<file path="src/rtl/layer_weight_dispatch.sv">
// Weight dispatcher: buffers an upstream stream of weight words in a small
// FIFO and hands them out in order to three conv ports, COUNT1 words to
// port 1, then COUNT2 words to port 2, then COUNT3 words to port 3. After
// that it pulses done for one cycle.
module layer_weight_dispatch #(
    parameter int DATA_WIDTH = 32,
    parameter int COUNT1     = 262144,
    parameter int COUNT2     = 589824,
    parameter int COUNT3     = 262144,
    parameter int FIFO_DEPTH = 16
) (
    input  logic                  clk,
    input  logic                  reset,
    input  logic                  start,
    input  logic                  s_valid,
    input  logic [DATA_WIDTH-1:0] s_data,
    output logic                  s_ready,
    input  logic                  hold,
    output logic                  valid_weight_out1,
    output logic                  valid_weight_out2,
    output logic                  valid_weight_out3,
    output logic [DATA_WIDTH-1:0] weight_out1,
    output logic [DATA_WIDTH-1:0] weight_out2,
    output logic [DATA_WIDTH-1:0] weight_out3,
    output logic                  busy,
    output logic                  done
);

    localparam int TOTAL  = COUNT1 + COUNT2 + COUNT3;
    localparam int MAX12  = (COUNT1 > COUNT2) ? COUNT1 : COUNT2;
    localparam int MAXC   = (MAX12 > COUNT3) ? MAX12 : COUNT3;
    localparam int PW     = $clog2(MAXC + 1);
    localparam int ACW    = $clog2(TOTAL + 1);
    localparam int AW     = $clog2(FIFO_DEPTH);

    typedef enum logic [2:0] {IDLE, SEND1, SEND2, SEND3, DONE} state_t;

    state_t                state, state_nxt;
    logic [DATA_WIDTH-1:0] mem [FIFO_DEPTH];
    logic [AW-1:0]         wr_ptr, rd_ptr;
    logic [AW:0]           fill;
    logic                  full, empty, sending, wr_en, pop, last_pop;
    logic [PW-1:0]         pop_cnt, cur_count;
    logic [ACW-1:0]        acc_cnt;
    logic [DATA_WIDTH-1:0] rd_data;

    assign full     = (fill == (AW+1)'(FIFO_DEPTH));
    assign empty    = (fill == '0);
    assign rd_data  = mem[rd_ptr];
    // The pop that completes the current port's quota also advances the FSM
    assign last_pop = pop && ((pop_cnt + PW'(1)) == cur_count);

    // Word quota of the port currently being served
    always_comb begin
        cur_count = PW'(COUNT1);
        case (state)
            SEND2:   cur_count = PW'(COUNT2);
            SEND3:   cur_count = PW'(COUNT3);
            default: cur_count = PW'(COUNT1);
        endcase
    end

    // State register
    always_ff @(posedge clk or negedge reset) begin
        if (!reset) state <= IDLE;
        else        state <= state_nxt;
    end

    // Next-state logic; start is only looked at in IDLE
    always_comb begin
        state_nxt = state;
        case (state)
            IDLE:    if (start)    state_nxt = SEND1;
            SEND1:   if (last_pop) state_nxt = SEND2;
            SEND2:   if (last_pop) state_nxt = SEND3;
            SEND3:   if (last_pop) state_nxt = DONE;
            DONE:                  state_nxt = IDLE;
            default:               state_nxt = IDLE;
        endcase
    end

    // State-derived controls; s_ready uses pre-edge fullness, so a pop does
    // not open a slot for a write in the same cycle
    always_comb begin
        sending = (state == SEND1) || (state == SEND2) || (state == SEND3);
        busy    = (state != IDLE);
        s_ready = sending && !full && (acc_cnt < ACW'(TOTAL));
        wr_en   = s_valid && s_ready;
        pop     = sending && !empty && !hold;
    end

    // Accept and pop counters; neither can wrap because acceptance stops at
    // TOTAL and the pop count resets on every quota boundary
    always_ff @(posedge clk or negedge reset) begin
        if (!reset) begin
            acc_cnt <= '0;
            pop_cnt <= '0;
        end else if (state == IDLE && start) begin
            acc_cnt <= '0;
            pop_cnt <= '0;
        end else begin
            if (wr_en)         acc_cnt <= acc_cnt + ACW'(1);
            if (last_pop)      pop_cnt <= '0;
            else if (pop)      pop_cnt <= pop_cnt + PW'(1);
        end
    end

    // FIFO pointers and fill level
    always_ff @(posedge clk or negedge reset) begin
        if (!reset) begin
            wr_ptr <= '0;
            rd_ptr <= '0;
            fill   <= '0;
        end else begin
            if (wr_en) wr_ptr <= wr_ptr + AW'(1);
            if (pop)   rd_ptr <= rd_ptr + AW'(1);
            case ({wr_en, pop})
                2'b10:   fill <= fill + (AW+1)'(1);
                2'b01:   fill <= fill - (AW+1)'(1);
                default: fill <= fill;
            endcase
        end
    end

    // FIFO storage; contents need no reset, the pointers define validity
    always_ff @(posedge clk) begin
        if (wr_en) mem[wr_ptr] <= s_data;
    end

    // Registered port outputs; data words hold between strobes
    always_ff @(posedge clk or negedge reset) begin
        if (!reset) begin
            valid_weight_out1 <= 1'b0;
            valid_weight_out2 <= 1'b0;
            valid_weight_out3 <= 1'b0;
            weight_out1       <= '0;
            weight_out2       <= '0;
            weight_out3       <= '0;
            done              <= 1'b0;
        end else begin
            valid_weight_out1 <= pop && (state == SEND1);
            valid_weight_out2 <= pop && (state == SEND2);
            valid_weight_out3 <= pop && (state == SEND3);
            if (pop && state == SEND1) weight_out1 <= rd_data;
            if (pop && state == SEND2) weight_out2 <= rd_data;
            if (pop && state == SEND3) weight_out3 <= rd_data;
            done              <= (state == DONE);
        end
    end

endmodule

</file>
<file path="config.mk">
export PLATFORM = sky130hd
export DESIGN_NAME = layer_weight_dispatch
export DESIGN_NICKNAME = d
export VERILOG_FILES = /design/src/rtl/layer_weight_dispatch.sv
export SDC_FILE = /design/constraint.sdc
export NUM_CORES = 1
export LEC_CHECK = 0
export BUFFER_PORTS_ARGS = -buffer_cell sky130_fd_sc_hd__buf_4
export CORE_UTILIZATION = 35
export DETAILED_ROUTE_END_ITERATION = 12
export SLEW_MARGIN = 20
export SYNTH_ARGS = -nofsm -noshare
export SYNTH_HDL_FRONTEND = slang
export SYNTH_SLANG_ARGS = --single-unit
</file>
<file path="constraint.sdc">
create_clock -name clk -period 5.6 [get_ports clk]
set_clock_uncertainty 0.15 [all_clocks]
set_input_delay 1.12 -clock clk [delete_from_list [all_inputs] [get_ports clk]]
set_output_delay 1.12 -clock clk [all_outputs]
set_load 0.005 [all_outputs]
</file>
-- Word-level counts from Yosys, hierarchy flattened
Memories as Yosys holds them, arrays and structs flattened.
Index checks and enable logic that the tools add are counted.
- RAM bits: 512
- input bits: 37
- output and inout port bits: 102
- memories kept: 1
- register bits: 157
- add/sub/neg operators: 6
- $lt $le $gt $ge: 1
- reductions and logical operators: 22
- multiplexer cells: 14
- eq/ne operators: 12
- memories (memory ; words ; bits a word ; read ports ; clocked after memory_dff ; write ports ; line ; text):
    mem ; 16 ; 32 ; 1 ; 0 ; 1 ; 39 ; logic [DATA_WIDTH-1:0] mem [FIFO_DEPTH];
- operator list (cell ; count):
    20-bit 2-to-1 mux ; 4
    21-bit 2-to-1 mux ; 2
    21-bit by 1-bit adder with 21-bit output (second input constant) ; 1
    21-bit less-than comparator (second input constant) ; 1
    20-bit by 1-bit adder with 20-bit output (second input constant) ; 1
    20-bit equality test ; 1
    3-bit 2-to-1 mux ; 4
    3-bit case mux with 4 select lines ; 1
    1-bit logical AND ; 10
    5-bit case mux with 2 select lines ; 1
    4-bit by 1-bit adder with 4-bit output (second input constant) ; 2
    2-bit != test (second input constant) ; 4
    3-bit by 2-bit equality test with 1-bit output (second input constant) ; 2
    3-bit nonzero test ; 2
    5-bit by 1-bit adder with 5-bit output (second input constant) ; 1
    5-bit equality test (second input constant) ; 1
    5-bit logical NOT ; 1
    5-bit by 1-bit subtractor with 5-bit output (second input constant) ; 1
    4-bit AND reduction ; 1
    2-bit nonzero test ; 2
    3-bit by 1-bit equality test with 1-bit output (second input constant) ; 1
    3-bit equality test (second input constant) ; 1
    1-bit logical NOT ; 3
    3-bit logical NOT ; 1
    other kinds (4) ; 6

-- Depth between registers and ports, before layout
- depth after elaboration: 8
- depth in mapped cells: 16
- depth with buffers taken out: 12

-- Least setup slack after synthesis
No wires, ideal clock.
- path type: input to register
- start point: input port s_valid
- end point: memory mem[0][0] (enable)
- arrival time: 4.117 ns
- stages: 5
- path slack: 0.872 ns
- setup time: 0.461 ns
- path buffers: 1
- cell sequence: inv_1 a2111oi_4 clkbuf_1 nand2_1 nor3_1
- longest elaborated chain between the ends: 3
- ends and longest elaborated chain (element ; line ; text):
    start, declared ; 15 ; input logic s_valid,
    1-bit logical AND ; 88 ; wr_en = s_valid && s_ready;
    1-bit 2-to-1 mux ; 127 ; if (wr_en) mem[wr_ptr] <= s_data;
    1-bit 2-to-1 mux (not written as such) ; 127 ;
    end, declared ; 39 ;
No other way between the ends.

-- Final worst setup path
- start point: register fill[1]
- end point: register fill[4]
- longest elaborated chain between the ends: 7
- elaborated cells between the ends (all ways): 15
- those cells by class: add/sub (2); eq/ne (3); mux (1); reduce/logical (9)
- ends and longest elaborated chain (element ; line ; text):
    start, declared ; 41 ; logic [AW:0] fill;
    start signal, assigned ; 118 ; 2'b10: fill <= fill + (AW+1)'(1);
    start signal, assigned ; 119 ; 2'b01: fill <= fill - (AW+1)'(1);
    start signal, assigned ; 120 ; default: fill <= fill;
    5-bit equality test ; 47 ; assign full = (fill == (AW+1)'(FIFO_DEPTH));
    1-bit logical NOT ; 87 ; s_ready = sending && !full && (acc_cnt < ACW'(TOTAL));
    1-bit logical AND (2 in series) ; 87 ;
    1-bit logical AND ; 88 ;
    2-bit by 1-bit equality test with 1-bit output or 2-bit equality test (tied branches) ; 117 ; case ({wr_en, pop})
    5-bit case mux with 2 select lines or 2-bit nonzero test (tied branches) ; n/a ;
Several ways; a longest one is shown, not always the timed one.
A chain may end at the register's enable or synchronous reset.

==> metrics <==
outcome=finished clean; Post-synth top cells=edfxtp_1, mux4_2, dfrtp_1; area share of and/or/nand/nor cells after synthesis=0.0400; total number of vias=13100; largest cells by area after synthesis=edfxtp_1, dfrtp_1, mux4_2, mux2_2, nand2_1; area occupied by multi-input gates=0.00674 mm2; largest net degree at the start of global routing=82; Routed WL=59600 um; Cell Chain, Critical Path=nor4_1 -> a211o_1 -> inv_1 -> ha_1 -> xor2_1 -> ha_1 -> o21ai_0 -> a21oi_1 -> a21oi_1 -> xor2_1 -> nor2_1 -> xnor2_1; Port Buffer Count=138; post-layout util=0.421; met2 wire len=29600 um; Yosys cell types=51; area share of the largest cell type after synthesis=0.586; CP max FO=21; H-tree depth=3; top achievable clock speed=248 MHz; LEAKAGE=11.0 nW; largest family of logic cells by synthesized area=multiplexers; clock tree sinks=669; cells on worst reg2reg path=12; xor/xnor share of the synthesized area=0.0130; CP required=5.95 ns; cts hold-fix bufs=0; routed vias/inst=5.18; netlist area before placement=0.0262 mm2; postcts setup bufs=0; nets@finish=1546; Flop pwr share=0.431; crit path time final=4.03 ns; Max Cap Viol=0; proportion of layout cells with a drive suffix above 1=0.368; Final Hold Viols=0; Setup TNS=0 ns; hold depth=1; Overall Power=15.8 mW; post-DP HPWL=37300 um; Avg WL per Cell=23.6 um; mux share of post-synthesis cell area=0.180; Die Y=276 um; FF/Latch Area=0.0193 mm2; Clock Latency Late Sink=0.62 ns; routability cong.=0.787; DRT met1 WL=25500 um; post-synthesis compound-gate area fraction=0.0130; Largest delay share family, worst path=compound AO/OA/AOI/OAI gates; Synth Net Count=1370; CTS tree=done; maximum clock insertion buffer count=3; Max VDD drop=269 uV; Tightest Pin Transition=1.15 ns; io pins=139; Met3 Wirelength=3430 um; relative slew slack=0.234; top layer reached by signal wires=met4; Adder-Cell Fraction of Synth Area=0.00572; Post-CTS Resized=0; top_reg_cell synth=edfxtp_1; Final Setup Violations=0; global-route wire length before repair=88800 um; Post-synth EDFFs=512; Clock Power Share=0.308; max incr delay on CP=0.84 ns; Int Pwr=11.1 mW; DRT iter0 DRCs=958; Worst Hold Class=flop to flop; top-count cell post-synth=edfxtp_1; Yosys warning count=0; combinational power share=0.261; WHS=0.356 ns; Sw Ratio=0.296; Post-DP Area=0.0289 mm2; DRC=0; Inserted Clock Buffers=74; Syn-to-layout area delta=19.2%; initial antenna violation count=2; count of final max-slew check failures=0; DRT Pass-1 Iters=5; final worst-path cycle share=0.720; critical path startpoint category=flop; instance count on the critical path=12; row count=100; CTS root buf=clkbuf_16; GRT Util Overall=0.160; cells after synthesis=1321; CP bufs+invs=1; clock slew seen by the registers of the worst setup and hold paths=0.06 ns; slowest CP cell=a211o_1; PD cells=504 mW/mm2; RSZ-0062 raised after global routing=no; Final ANT Viol Nets=0; Die X=276 um; Seq/Total Area, Yosys=0.735; Worst EP arrival=4.39 ns; Die Area=0.0761 mm2; Critical Path Sink Type=flop; initial core utilization=0.353; WS Path Type=flop to flop; largest area contributor in the netlist=edfxtp_1; core area=0.0743 mm2; vias in the first global route=13600; gr ovfl total=0; flops & latches, synth=669; sw power=4.67 mW; synthesized area per cell=19.9 um2; asr flop ratio synth=0.235; post-route cell area=0.0313 mm2; FILL cells=6538
## routing by layer
layer / up-vias / track usage
li1: 5642 / -
met1: 6969 / 0.219
met2: 407 / 0.260
met3: 67 / 0.0296
met4: 0 / 0.0470
met5: - / 0
## through the flow
stage / setup slack [ns] / instances
2_1_floorplan: 0.872 / 1321
3_3_place_gp: 1.62 / 2377
3_5_place_dp: 1.65 / 2390
4_1_cts: 1.63 / 2527
5_1_grt: 1.30 / 2527
6_report: 1.57 / 2528
## cell families (layout without fill, tap and decap cells)
family | count (synthesis) | count (layout)
flip-flops | 669 | 669
multiplexers | 260 | 260
AND/OR/NAND/NOR | 211 | 211
buffers and inverters | 84 | 321
AO/OA/AOI/OAI | 46 | 46
XOR/XNOR | 39 | 39
adder cells (fa/ha/maj) | 12 | 12
other | 0 | 1
## cells in the final DEF, fill, tap and decap left out, drive strengths merged, types with 3 or more instances in the layout
master | netlist | final
nor3 | 17 | 17
ha | 12 | 12
nand3 | 26 | 26
nand2b | 9 | 9
and2 | 4 | 4
nand4 | 17 | 17
nor2 | 48 | 48
a31oi | 6 | 6
bufinv | 0 | 6
dfrtp | 157 | 157
or3 | 6 | 6
inv | 13 | 20
nor2b | 4 | 4
xor2 | 23 | 23
a211o | 3 | 3
xnor2 | 16 | 16
and3 | 7 | 7
and4 | 3 | 3
a21oi | 6 | 6
edfxtp | 512 | 512
buf | 27 | 171
nor4 | 4 | 4
nand2 | 60 | 60
mux4 | 160 | 160
o21ai | 14 | 14
clkinv | 0 | 26
mux2 | 100 | 100
clkbuf | 44 | 96
## power by group through the flow
stage                     registers, mW  logic, mW  clock network, mW
final                              6.80       4.12               4.85
after global routing               6.92       4.43               5.17
after CTS                          6.82       4.23               4.98
after detailed placement           6.92       4.21                  0
after global placement             6.88       4.07                  0
after floorplan                    6.44       2.88                  0
## layout make-up
class | count | share of cell area
antenna | 1 | 0.0000800
clock buffer | 96 | 0.0642
clock inverter | 41 | 0.0138
inverter | 13 | 0.00156
multi-input combinational | 568 | 0.215
sequential | 669 | 0.617
tap | 969 | 0.0387
timing repair buffer | 171 | 0.0491
## flip-flops by register name (all words and copies together) (netlist names)
signal,flops
state,3
done,1
valid_weight_out3,1
weight_out2,32
pop_cnt,20
rd_ptr,4
weight_out1,32
valid_weight_out2,1
weight_out3,32
fill,5
acc_cnt,21
valid_weight_out1,1
mem,512
wr_ptr,4
## final timing paths
| path | end | from | slack (ns) |
|---|---|---|---|
| hold reg to reg | weight_out1[29] | weight_out1[29] | 0.36 |
| max in group asynchronous | rd_ptr[2] | reset | 3.73 |
| setup / recovery | fill[4] | fill[1] | 1.57 |
| setup reg to reg | fill[4] | fill[1] | 1.57 |
| hold / removal | weight_out1[29] | weight_out1[29] | 0.36 |
| min in group asynchronous | acc_cnt[6] | reset | 0.40 |
Note: power is estimated with default switching activity, not from simulation.
